$ cat src/rtl/dcache_refill_ctrl_if.sv
// Bus bundle between the refill engine (master) and the cache/memory side (slave).
// Handshake: a miss transfers when miss_valid && miss_ready, a memory request when
// mem_req_valid && mem_req_ready; the driver holds every field stable until then.
interface dcache_refill_ctrl_if #(
    parameter int ADDR_W     = 32,
    parameter int INDEX_W    = 7,
    parameter int TAG_W      = 19,
    parameter int LINE_WORDS = 16
);
    logic                     miss_valid;
    logic [ADDR_W-1:0]        miss_addr;
    logic                     miss_ready;
    logic [INDEX_W-1:0]       vic_index;
    logic [1:0]               vic_way;
    logic                     vic_valid;
    logic                     vic_dirty;
    logic [TAG_W-1:0]         vic_tag;
    logic [32*LINE_WORDS-1:0] vic_data;
    logic                     mem_req_valid;
    logic                     mem_req_ready;
    logic                     mem_req_write;
    logic [ADDR_W-1:0]        mem_req_addr;
    logic [31:0]              mem_wdata;
    logic                     mem_rvalid;
    logic [31:0]              mem_rdata;
    logic                     fill_valid;
    logic [INDEX_W-1:0]       fill_index;
    logic [1:0]               fill_way;
    logic [TAG_W-1:0]         fill_tag;
    logic [32*LINE_WORDS-1:0] fill_data;
    logic                     done_valid;
    logic [ADDR_W-1:0]        done_addr;
    logic                     busy;

    modport master (
        input  miss_valid, miss_addr, vic_valid, vic_dirty, vic_tag, vic_data,
               mem_req_ready, mem_rvalid, mem_rdata,
        output miss_ready, vic_index, vic_way, mem_req_valid, mem_req_write,
               mem_req_addr, mem_wdata, fill_valid, fill_index, fill_way, fill_tag,
               fill_data, done_valid, done_addr, busy
    );

    modport slave (
        output miss_valid, miss_addr, vic_valid, vic_dirty, vic_tag, vic_data,
               mem_req_ready, mem_rvalid, mem_rdata,
        input  miss_ready, vic_index, vic_way, mem_req_valid, mem_req_write,
               mem_req_addr, mem_wdata, fill_valid, fill_index, fill_way, fill_tag,
               fill_data, done_valid, done_addr, busy
    );
endinterface

$ cat src/rtl/dcache_refill_ctrl.sv
// Data-cache miss/refill engine: round-robin victim pick, optional dirty write-back
// (macro DCACHE_WRITEBACK_EN), 16-beat line fetch, one-cycle fill and done pulses.
module dcache_refill_ctrl #(
    parameter int ADDR_W     = 32,
    parameter int INDEX_W    = 7,
    parameter int TAG_W      = 19,
    parameter int LINE_WORDS = 16
) (
    input  logic                 clk,
    input  logic                 rst,
    dcache_refill_ctrl_if.master bus,
    output logic [2:0]           dbg_state_o
);
    localparam int OFF_W  = ADDR_W - INDEX_W - TAG_W;
    localparam int BEAT_W = $clog2(LINE_WORDS);
    localparam int LINE_W = 32 * LINE_WORDS;
    localparam int SETS   = 1 << INDEX_W;
    localparam int LA_W   = ADDR_W - OFF_W;

    typedef enum logic [2:0] {
        IDLE    = 3'd0,
        VICTIM  = 3'd1,
`ifdef DCACHE_WRITEBACK_EN
        WB      = 3'd2,
`endif
        RD_REQ  = 3'd3,
        RD_DATA = 3'd4,
        FILL    = 3'd5
    } state_e;

    state_e              state_q;
    logic [LA_W-1:0]     line_q;
    logic [ADDR_W-1:0]   miss_addr_q;
    logic [1:0]          way_q;
    logic [1:0]          rr_ptr_q [SETS];
    logic [LA_W-1:0]     last_line_q;
    logic                last_vld_q;
    logic [BEAT_W-1:0]   beat_q;
    logic                miss_ready_q, busy_q, req_valid_q, fill_valid_q, done_valid_q;
    logic [ADDR_W-1:0]   req_addr_q, done_addr_q;
    logic [31:0]         wdata_q;
    logic [LINE_W-1:0]   fill_data_q;
    logic [INDEX_W-1:0]  fill_index_q, vic_index_q;
    logic [1:0]          fill_way_q, vic_way_q;
    logic [TAG_W-1:0]    fill_tag_q;
`ifdef DCACHE_WRITEBACK_EN
    logic                req_write_q;
    logic [TAG_W-1:0]    vic_tag_q;
    logic [LINE_W-1:0]   vic_data_q;
`endif

    logic [INDEX_W-1:0]  miss_idx;
    logic [LA_W-1:0]     miss_line;
    logic [BEAT_W-1:0]   beat_nx;
    logic                last_beat;

    assign miss_idx  = bus.miss_addr[OFF_W+INDEX_W-1:OFF_W];
    assign miss_line = bus.miss_addr[ADDR_W-1:OFF_W];
    assign beat_nx   = beat_q + BEAT_W'(1);
    assign last_beat = (beat_q == BEAT_W'(LINE_WORDS - 1));

    always_ff @(posedge clk) begin
        if (rst) begin
            state_q      <= IDLE;
            line_q       <= '0;
            miss_addr_q  <= '0;
            way_q        <= '0;
            for (int i = 0; i < SETS; i++) rr_ptr_q[i] <= 2'd0;
            last_line_q  <= '0;
            last_vld_q   <= 1'b0;
            beat_q       <= '0;
            miss_ready_q <= 1'b1;
            busy_q       <= 1'b0;
            req_valid_q  <= 1'b0;
            fill_valid_q <= 1'b0;
            done_valid_q <= 1'b0;
            req_addr_q   <= '0;
            done_addr_q  <= '0;
            wdata_q      <= '0;
            fill_data_q  <= '0;
            fill_index_q <= '0;
            fill_way_q   <= '0;
            fill_tag_q   <= '0;
            vic_index_q  <= '0;
            vic_way_q    <= '0;
`ifdef DCACHE_WRITEBACK_EN
            req_write_q  <= 1'b0;
            vic_tag_q    <= '0;
            vic_data_q   <= '0;
`endif
        end else begin
            fill_valid_q <= 1'b0;
            done_valid_q <= 1'b0;
            case (state_q)
                IDLE: begin
                    if (bus.miss_valid) begin
                        // A refill of the most recently filled line would install a duplicate way.
                        if (last_vld_q && (last_line_q == miss_line)) begin
                            done_valid_q <= 1'b1;
                            done_addr_q  <= bus.miss_addr;
                        end else begin
                            line_q       <= miss_line;
                            miss_addr_q  <= bus.miss_addr;
                            vic_index_q  <= miss_idx;
                            vic_way_q    <= rr_ptr_q[miss_idx];
                            way_q        <= rr_ptr_q[miss_idx];
                            miss_ready_q <= 1'b0;
                            busy_q       <= 1'b1;
                            state_q      <= VICTIM;
                        end
                    end
                end
                VICTIM: begin
`ifdef DCACHE_WRITEBACK_EN
                    if (bus.vic_valid && bus.vic_dirty) begin
                        vic_tag_q   <= bus.vic_tag;
                        vic_data_q  <= bus.vic_data;
                        beat_q      <= '0;
                        req_valid_q <= 1'b1;
                        req_write_q <= 1'b1;
                        req_addr_q  <= {bus.vic_tag, line_q[INDEX_W-1:0], BEAT_W'(0), 2'b00};
                        wdata_q     <= bus.vic_data[31:0];
                        state_q     <= WB;
                    end else
`endif
                    begin
                        req_valid_q <= 1'b1;
                        req_addr_q  <= {line_q, {OFF_W{1'b0}}};
                        state_q     <= RD_REQ;
                    end
                end
`ifdef DCACHE_WRITEBACK_EN
                WB: begin
                    if (bus.mem_req_ready) begin
                        if (last_beat) begin
                            beat_q      <= '0;
                            req_write_q <= 1'b0;
                            req_addr_q  <= {line_q, {OFF_W{1'b0}}};
                            state_q     <= RD_REQ;
                        end else begin
                            beat_q     <= beat_nx;
                            req_addr_q <= {vic_tag_q, line_q[INDEX_W-1:0], beat_nx, 2'b00};
                            wdata_q    <= vic_data_q[32*beat_nx +: 32];
                        end
                    end
                end
`endif
                RD_REQ: begin
                    if (bus.mem_req_ready) begin
                        req_valid_q <= 1'b0;
                        beat_q      <= '0;
                        state_q     <= RD_DATA;
                    end
                end
                RD_DATA: begin
                    if (bus.mem_rvalid) begin
                        fill_data_q[32*beat_q +: 32] <= bus.mem_rdata;
                        beat_q <= beat_nx;
                        if (last_beat) begin
                            fill_valid_q <= 1'b1;
                            done_valid_q <= 1'b1;
                            done_addr_q  <= miss_addr_q;
                            fill_index_q <= line_q[INDEX_W-1:0];
                            fill_tag_q   <= line_q[LA_W-1:INDEX_W];
                            fill_way_q   <= way_q;
                            state_q      <= FILL;
                        end
                    end
                end
                FILL: begin
                    rr_ptr_q[fill_index_q] <= rr_ptr_q[fill_index_q] + 2'd1;
                    last_line_q  <= line_q;
                    last_vld_q   <= 1'b1;
                    miss_ready_q <= 1'b1;
                    busy_q       <= 1'b0;
                    state_q      <= IDLE;
                end
                default: begin
                    miss_ready_q <= 1'b1;
                    busy_q       <= 1'b0;
                    req_valid_q  <= 1'b0;
                    state_q      <= IDLE;
                end
            endcase
        end
    end

    assign bus.miss_ready    = miss_ready_q;
    assign bus.busy          = busy_q;
    assign bus.vic_index     = vic_index_q;
    assign bus.vic_way       = vic_way_q;
    assign bus.mem_req_valid = req_valid_q;
    assign bus.mem_req_addr  = req_addr_q;
    assign bus.mem_wdata     = wdata_q;
    assign bus.fill_valid    = fill_valid_q;
    assign bus.fill_index    = fill_index_q;
    assign bus.fill_way      = fill_way_q;
    assign bus.fill_tag      = fill_tag_q;
    assign bus.fill_data     = fill_data_q;
    assign bus.done_valid    = done_valid_q;
    assign bus.done_addr     = done_addr_q;
    assign dbg_state_o       = state_q;

`ifdef DCACHE_WRITEBACK_EN
    assign bus.mem_req_write = req_write_q;
`else
    // Write-through build: victim state never needs to leave the cache.
    logic unused_vic;
    assign unused_vic        = ^{bus.vic_valid, bus.vic_dirty, bus.vic_tag, bus.vic_data};
    assign bus.mem_req_write = 1'b0;
`endif
endmodule

$ cat src/flat_wrapper.sv
// flat-port wrapper written by rule: the top's interface ports become plain ports
module dcache_refill_ctrl_flat 
#(
    parameter int ADDR_W     = 32,
    parameter int INDEX_W    = 7,
    parameter int TAG_W      = 19,
    parameter int LINE_WORDS = 16
)
  (clk, rst, dbg_state_o, bus_miss_valid, bus_miss_addr, bus_vic_valid, bus_vic_dirty, bus_vic_tag, bus_vic_data, bus_mem_req_ready, bus_mem_rvalid, bus_mem_rdata, bus_miss_ready, bus_vic_index, bus_vic_way, bus_mem_req_valid, bus_mem_req_write, bus_mem_req_addr, bus_mem_wdata, bus_fill_valid, bus_fill_index, bus_fill_way, bus_fill_tag, bus_fill_data, bus_done_valid, bus_done_addr, bus_busy);
  dcache_refill_ctrl_if #(.ADDR_W(ADDR_W), .INDEX_W(INDEX_W), .TAG_W(TAG_W), .LINE_WORDS(LINE_WORDS)) bus_i ();
  input  logic clk;
  input  logic rst;
  output logic [2:0] dbg_state_o;
  input wire logic [$bits(bus_i.miss_valid)-1:0] bus_miss_valid;
  input wire logic [$bits(bus_i.miss_addr)-1:0] bus_miss_addr;
  input wire logic [$bits(bus_i.vic_valid)-1:0] bus_vic_valid;
  input wire logic [$bits(bus_i.vic_dirty)-1:0] bus_vic_dirty;
  input wire logic [$bits(bus_i.vic_tag)-1:0] bus_vic_tag;
  input wire logic [$bits(bus_i.vic_data)-1:0] bus_vic_data;
  input wire logic [$bits(bus_i.mem_req_ready)-1:0] bus_mem_req_ready;
  input wire logic [$bits(bus_i.mem_rvalid)-1:0] bus_mem_rvalid;
  input wire logic [$bits(bus_i.mem_rdata)-1:0] bus_mem_rdata;
  output wire logic [$bits(bus_i.miss_ready)-1:0] bus_miss_ready;
  output wire logic [$bits(bus_i.vic_index)-1:0] bus_vic_index;
  output wire logic [$bits(bus_i.vic_way)-1:0] bus_vic_way;
  output wire logic [$bits(bus_i.mem_req_valid)-1:0] bus_mem_req_valid;
  output wire logic [$bits(bus_i.mem_req_write)-1:0] bus_mem_req_write;
  output wire logic [$bits(bus_i.mem_req_addr)-1:0] bus_mem_req_addr;
  output wire logic [$bits(bus_i.mem_wdata)-1:0] bus_mem_wdata;
  output wire logic [$bits(bus_i.fill_valid)-1:0] bus_fill_valid;
  output wire logic [$bits(bus_i.fill_index)-1:0] bus_fill_index;
  output wire logic [$bits(bus_i.fill_way)-1:0] bus_fill_way;
  output wire logic [$bits(bus_i.fill_tag)-1:0] bus_fill_tag;
  output wire logic [$bits(bus_i.fill_data)-1:0] bus_fill_data;
  output wire logic [$bits(bus_i.done_valid)-1:0] bus_done_valid;
  output wire logic [$bits(bus_i.done_addr)-1:0] bus_done_addr;
  output wire logic [$bits(bus_i.busy)-1:0] bus_busy;
  assign bus_i.miss_valid = bus_miss_valid;
  assign bus_i.miss_addr = bus_miss_addr;
  assign bus_i.vic_valid = bus_vic_valid;
  assign bus_i.vic_dirty = bus_vic_dirty;
  assign bus_i.vic_tag = bus_vic_tag;
  assign bus_i.vic_data = bus_vic_data;
  assign bus_i.mem_req_ready = bus_mem_req_ready;
  assign bus_i.mem_rvalid = bus_mem_rvalid;
  assign bus_i.mem_rdata = bus_mem_rdata;
  assign bus_miss_ready = bus_i.miss_ready;
  assign bus_vic_index = bus_i.vic_index;
  assign bus_vic_way = bus_i.vic_way;
  assign bus_mem_req_valid = bus_i.mem_req_valid;
  assign bus_mem_req_write = bus_i.mem_req_write;
  assign bus_mem_req_addr = bus_i.mem_req_addr;
  assign bus_mem_wdata = bus_i.mem_wdata;
  assign bus_fill_valid = bus_i.fill_valid;
  assign bus_fill_index = bus_i.fill_index;
  assign bus_fill_way = bus_i.fill_way;
  assign bus_fill_tag = bus_i.fill_tag;
  assign bus_fill_data = bus_i.fill_data;
  assign bus_done_valid = bus_i.done_valid;
  assign bus_done_addr = bus_i.done_addr;
  assign bus_busy = bus_i.busy;
  dcache_refill_ctrl #(.ADDR_W(ADDR_W), .INDEX_W(INDEX_W), .TAG_W(TAG_W), .LINE_WORDS(LINE_WORDS)) u_core (.clk(clk), .rst(rst), .bus(bus_i), .dbg_state_o(dbg_state_o));
endmodule
$ cat config.mk
export PLATFORM = sky130hd
export DESIGN_NAME = dcache_refill_ctrl_flat
export DESIGN_NICKNAME = d
export VERILOG_FILES = /design/src/rtl/dcache_refill_ctrl_if.sv /design/src/rtl/dcache_refill_ctrl.sv /design/src/flat_wrapper.sv
export SDC_FILE = /design/constraint.sdc
export NUM_CORES = 2
export LEC_CHECK = 0
export CELL_PAD_IN_SITES_DETAIL_PLACEMENT = 0
export CELL_PAD_IN_SITES_GLOBAL_PLACEMENT = 1
export CORE_AREA = 2 2 494 496
export CTS_CLUSTER_SIZE = 30
export DETAILED_ROUTE_END_ITERATION = 10
export DIE_AREA = 0 0 496 498
export GPL_TIMING_DRIVEN = 0
export PLACE_DENSITY = 0.48
export SYNTH_ARGS = -nofsm -noshare
export SYNTH_HDL_FRONTEND = slang
export SYNTH_SLANG_ARGS = --single-unit
$ cat constraint.sdc
create_clock -name clk -period 3.6 [get_ports clk]
set_input_delay 0.36 -clock clk [delete_from_list [all_inputs] [get_ports clk]]
set_output_delay 0.36 -clock clk [all_outputs]
set_load 0.1 [all_outputs]
Word-level counts from Yosys, hierarchy flattened
Memory sizes are Yosys's and may differ from the RTL's. A register that Yosys moved wholly into a read port is not among the register bits.
Cells that the tools add are included.
{"block": "totals", "ram_bits": 256, "memories": 1, "input_bits": 602, "ff_bits": 702, "word_cells": 94}
{"block": "op_classes", "n_addsub": 3, "muxes": 38, "eq_ne": 12, "n_reduce_logical": 16, "shifts": 2, "bitwise": 4}
{"memory": "u_core.rr_ptr_q", "words": 128, "width": 2, "read_ports": 2, "rd_ports_with_merged_regs": 2, "write_ports": 128, "line": "dcache_refill_ctrl.sv:35", "source": "logic [1:0] rr_ptr_q [SETS];"}
{"op": "512-bit bitwise mux", "n": 1}
{"op": "32-bit by 34-bit variable shift with 512-bit output, first input constant", "n": 1}
{"op": "32-bit by 34-bit indexed part select with 512-bit output", "n": 1}
{"op": "32-bit two-way mux", "n": 4}
{"op": "32-bit one-hot mux with 2 select lines", "n": 1}
{"op": "9-bit negation with 34-bit output", "n": 1}
{"op": "26-bit == test", "n": 1}
{"op": "7-bit two-way mux", "n": 3}
{"op": "1-bit two-way mux", "n": 15}
{"op": "3-bit two-way mux", "n": 5}
{"op": "3-bit one-hot mux with 4 select lines", "n": 1}
{"op": "3-bit AND reduction", "n": 4}
{"op": "5-bit AND reduction", "n": 2}
{"op": "4-bit two-way mux", "n": 2}
{"op": "2-bit inequality test, second input constant", "n": 4}
{"op": "4-bit one-hot mux with 2 select lines", "n": 1}
{"op": "3-bit == test, second input constant", "n": 2}
{"op": "1-bit one-hot mux with 2 select lines", "n": 3}
{"op": "3-bit OR reduction", "n": 2}
{"op": "4-bit by 1-bit adder with 4-bit output, second input constant", "n": 1}
{"op": "4-bit == test, second input constant", "n": 1}
{"op": "2-bit by 1-bit inequality test with 1-bit output, second input constant", "n": 2}
{"op": "1-bit NOT", "n": 4}
{"op": "2-bit AND reduction", "n": 2}
{"op": "9 further kinds", "n": 11}

Depth between registers and ports, before layout
{"block": "logic_depth", "depth_word": 6, "ltp_mapped": 14}

Worst setup path after synthesis
Ideal clock, no wire load.
{"block": "synth_timing", "path_type": "register -> register", "startpoint": "reg u_core.beat_q[0]", "endpoint": "reg u_core.fill_data_q[291] (netlist: u_core.bus.fill_data[291])", "t_arrival_ns": 3.083, "path_buffers": 5, "setup_ns": 0.070, "path_stages_with_launch": 13, "synth_period_minus_slack_ns": 3.153, "setup_slack_ns": 0.447, "cell_sequence": "dfxtp_1 clkbuf_1 buf_1 buf_1 nor3_1 ha_1 or3_1 nor2_1 and2_1 clkbuf_1 clkbuf_1 nand3_1 a21oi_1"}
{"block": "synth_between", "elab_chain_cells": 3, "word_cells_on_any_way": 4}
{"item": "from (decl)", "line": "dcache_refill_ctrl.sv:38", "source": "logic [BEAT_W-1:0] beat_q;"}
{"item": "from (signal assigned)", "line": "dcache_refill_ctrl.sv:158", "source": "beat_q <= beat_nx;"}
{"item": "9-bit negation with 34-bit output (*)", "line": "dcache_refill_ctrl.sv:157", "source": "fill_data_q[32*beat_q +: 32] <= bus.mem_rdata;"}
{"item": "32-bit by 34-bit indexed part select with 512-bit output or 32-bit by 34-bit variable shift with 512-bit output (tied branches)", "line": "dcache_refill_ctrl.sv:157"}
{"item": "512-bit bitwise mux (*)", "line": "dcache_refill_ctrl.sv:157"}
{"item": "to (signal, indexed assignment)", "line": "dcache_refill_ctrl.sv:157"}
{"item": "to (decl)", "line": "dcache_refill_ctrl.sv:42", "source": "logic [LINE_W-1:0] fill_data_q;"}
Mark *: on every way between the ends. The rest lies on a longest branch, timed or not.
A chain may end at the register's enable or synchronous reset.

Worst setup path after layout
{"block": "layout_timing", "startpoint": "in bus_miss_addr[7]", "endpoint": "reg u_core.way_q[0], read port of u_core.rr_ptr_q"}
{"block": "layout_between", "elab_chain_cells": 4}
{"item": "from (decl)", "line": "flat_wrapper.sv:15", "source": "input wire logic [$bits(bus_i.miss_addr)-1:0] bus_miss_addr;"}
{"item": "26-bit == test", "line": "dcache_refill_ctrl.sv:98", "source": "if (last_vld_q && (last_line_q == miss_line)) begin"}
{"item": "1-bit logical AND", "line": "dcache_refill_ctrl.sv:98"}
{"item": "1-bit NOT (no line)"}
{"item": "3-bit AND reduction (no line)"}
{"item": "to (decl)", "line": "dcache_refill_ctrl.sv:34", "source": "logic [1:0] way_q;"}
Several ways; a longest one is shown, not always the timed one.

==> flow_summary.ini <==
[cells_and_area]
num-fill-cells = 26412
fin_util_pct = 23.6
drive_gt1_share_pct = 13.9
layout.cells.non_filler = 8468
finalInstanceArea_um2 = 57100
syn_to_final_growth_pct = 37.7
final_common_cell = dfxtp_1
final_cell_mix = 677 x dfxtp_1, 672 x clkdlybuf4s50_1, 604 x nand2_1
nNetsFinal = 5757

[pwr]
cellLeakagePower_nw = 17.5
clkPwrFrac_pct = 48.7
combPwrFrac_pct = 7.6
vdd_ir_drop_max_v = 0.000359
p_int_mw = 18.7
cellPowerDensity_nw_per_um2 = 446
swShare_pct = 26.6
p_switching_mw = 6.78
seqPwrFrac_pct = 43.7
power_mw = 25.5

[synthesis]
synth_edf_count = 256
synthCells = 4312
syn_avg_cell_area_um2 = 9.61
synth_cell_types = 55
ys_ff_latch = 934
yosysWarningCount = 0
netlist_area_um2 = 41400
async_flop_share_pct = 0
ys_seq_area_share_pct = 51.3
synth-main-ff-cell = dfxtp_1

[die]
die_h_um = 498
core-area_um2 = 242000
die_area_um2 = 247000
num_rows = 181
io_pins = 1256
die_w_um = 496
start_util_pct = 17.1

[run]
drv_cap = 5

[worst_setup_path]
cp_data_required_time_ns = 4.32
startpoint_type = input pin
crit_type = in -> reg
path_max_fanout = 10
crit_start = bus_miss_addr[7]
crit_slowest_cell = clkdlybuf4s50_1
critical_path.top_delay_family = buffers and inverters
critPathBufInv = 3
cp_cell_sequence = clkdlybuf4s50_1, clkdlybuf4s15_2, clkbuf_1, mux4_2, mux2i_1, a2111oi_1, o21ai_0, nand4_1, mux2i_1, nor2_1
crit_top_cell = mux2i_1
cpPeakStageDelay_ns = 0.79
cp.arrival_ns = 4.37
endpoint_kind = flop

[global_route]
antenna_found_initial = 32
grt-ovfl-total = 0
gr-usage-all-layers_pct = 19.4
grt_pass1_wl_mm = 331
grt_pass1_vias = 37343
grt_max_degree = 19

[timing]
slew_headroom_pct = -0.341
clock.fmax_mhz = 274
hold_viol = 0
tightest_slew_ns = 1.50
finalClockSkew_ns = 0.0603
drv_slew = 12
postLayoutSetupSlackWorst_ns = -0.0546
setup_viol = 1
min_period_over_period_pct = 102
whs_ns = 0.111
finalCriticalPeriod_ns = 3.65

[clocking]
h-tree-depth = 3
cts.sinks = 934
cts_root_buffer = clkbuf_16
clock_latency_ns = 0.79
cts_tree = built
ctsLongestPathBuffers = 3
path_clk_slew_ns = 0.06
postCtsHoldBufs = 0
cts_buffers = 116

[detailed_routing]
drt-wirelength-per-cell_um = 29.4
vias = 38711
first_pass_iters = 6
ant_nets = 0
drc = 0
drt_iter0_drc = 3397
drt-total-wl_mm = 249
via_per_inst = 4.57

[hold_path]
min_from = bus_mem_rdata[3]
hold_path.class = in -> reg

[placement]
placed_area_um2 = 52400
place.gp.congestion = 0.937
portBuffers = 672
dp_hpwl_mm = 190
dp.cells = 8227

[run_status]
violations = max-capacitance violations, max-slew violations, negative setup slack
status = finished with violations
[power by group through the flow]
stage | Sequential, mW | Combinational (mW) | Clock [mW]
after floorplan | 11.4 | 1.02 | 0
after CTS | 11.1 | 1.93 | 12.7
final | 11.1 | 1.93 | 12.4
after global placement | 11.3 | 1.91 | 0
after global routing | 11.1 | 2.00 | 13.0
after detailed placement | 11.3 | 1.92 | 0
[worst min-delay path: cells and delay by family]
kind	cells	cell delay [ns]
simple gates	1	0.16
compound gates	1	0.07
buf+inv	1	0.29
[per-stage QoR]
step	setup slack, ns	TNS [ns]
CTS	-0.00386	-0.00594
floorplan	0.447	0
global route	-0.0489	-0.690
global placement	-1.80	-986.47
detailed placement	-1.83	-978.28
finish	-0.0546	-0.0546
[logic make-up after synthesis]
kind of cell | synth area share, %
mux | 9.47
fa+ha+maj | 0.181
buf+inv | 5.96
simple gates | 21.1
flops | 51.3
other cells | 0.00905
compound gates | 11.4
xor+xnor | 0.613
[Yosys cell counts (3+ instances only)]
master	number	area (µm²)
edfxtp_1	256	7690
o21bai_1	129	968
or2_2	8	50.1
buf_1	28	105
nand3b_1	4	30.0
mux2i_1	112	1120
xor2_1	13	114
ha_1	6	75.1
buf_4	55	413
nor4_1	12	75.1
mux4_2	122	2750
xnor2_1	16	140
o2111ai_1	3	26.3
nor3_1	248	1240
buf_6	28	315
nor4_2	122	1530
nand3_1	370	1850
nor2_1	258	968
or3_1	4	25.0
nand2_1	606	2270
nand4_1	58	363
a211oi_1	38	285
mux2_2	5	56.3
dfxtp_1	678	13600
and2_1	12	75.1
a32oi_1	9	78.8
nor2b_1	13	81.3
o22ai_1	10	62.6
and3b_1	4	35.0
buf_2	29	145
clkbuf_1	391	1470
o21ai_0	13	65.1
nand2b_1	11	68.8
nor3b_1	4	30.0
a21oi_1	590	2950
inv_1	5	18.8
a22oi_1	20	150
[repair_timing]
action                     4_1_cts  5_1_grt
pin swaps                        5        5
setup endpoints to repair     1033      727
gates resized for setup        169       85
setup buffers                    7        6
[flip-flops by register name (all words and copies together), names as in the netlist, 2 cells and up, named ones only]
| signal | flops |
|---|---|
| u_core.bus.done_addr | 32 |
| u_core.way_q | 2 |
| u_core.bus.vic_index | 6 |
| u_core.dbg_state_o | 3 |
| u_core.rr_ptr_q | 256 |
| u_core.bus.fill_index | 7 |
| u_core.bus.fill_way | 2 |
| u_core.bus.fill_data | 512 |
| u_core.last_line_q | 26 |
| u_core.bus.fill_tag | 19 |
| u_core.beat_q | 4 |
| u_core.miss_addr_q | 26 |
| u_core.bus.mem_req_addr | 26 |
[worst paths after layout]
kind                            cells past startpoint                                endpoint  slack, ns
worst max-delay path                               10            u_core.way_q[0]$_SDFFE_PP0P_      -0.05
worst min register to register                      2  u_core.bus.fill_data[410]$_SDFFE_PP0P_       0.45
worst max register to register                     12    u_core.rr_ptr_q[32][1]$_SDFFCE_PN0P_       0.02
worst min-delay path                                3    u_core.bus.fill_data[3]$_SDFFE_PP0P_       0.11
[layer usage]
metal | track usage [%] | vias up | routed length [µm]
met5 | 0 | - | 36
met4 | 10.2 | 6 | 13300
met3 | 4.50 | 341 | 19300
met2 | 29.3 | 1757 | 109000
met1 | 25.7 | 19531 | 108000
li1 | - | 17076 | -
[area by class of cell]
| class | count | area, µm² | area share (%) |
|---|---|---|---|
| buffer | 523 | 2770 | 4.85 |
| multi-input combinational | 2879 | 18100 | 31.6 |
| clock buffer | 162 | 3290 | 5.76 |
| clock inverter | 53 | 689 | 1.21 |
| sequential | 934 | 21300 | 37.3 |
| tap | 3202 | 4010 | 7.02 |
| timing repair buffer | 689 | 6920 | 12.1 |
| antenna | 20 | 50.0 | 0.0877 |
| inverter | 6 | 23.8 | 0.0417 |
Note: power is estimated with default switching activity, not from simulation.
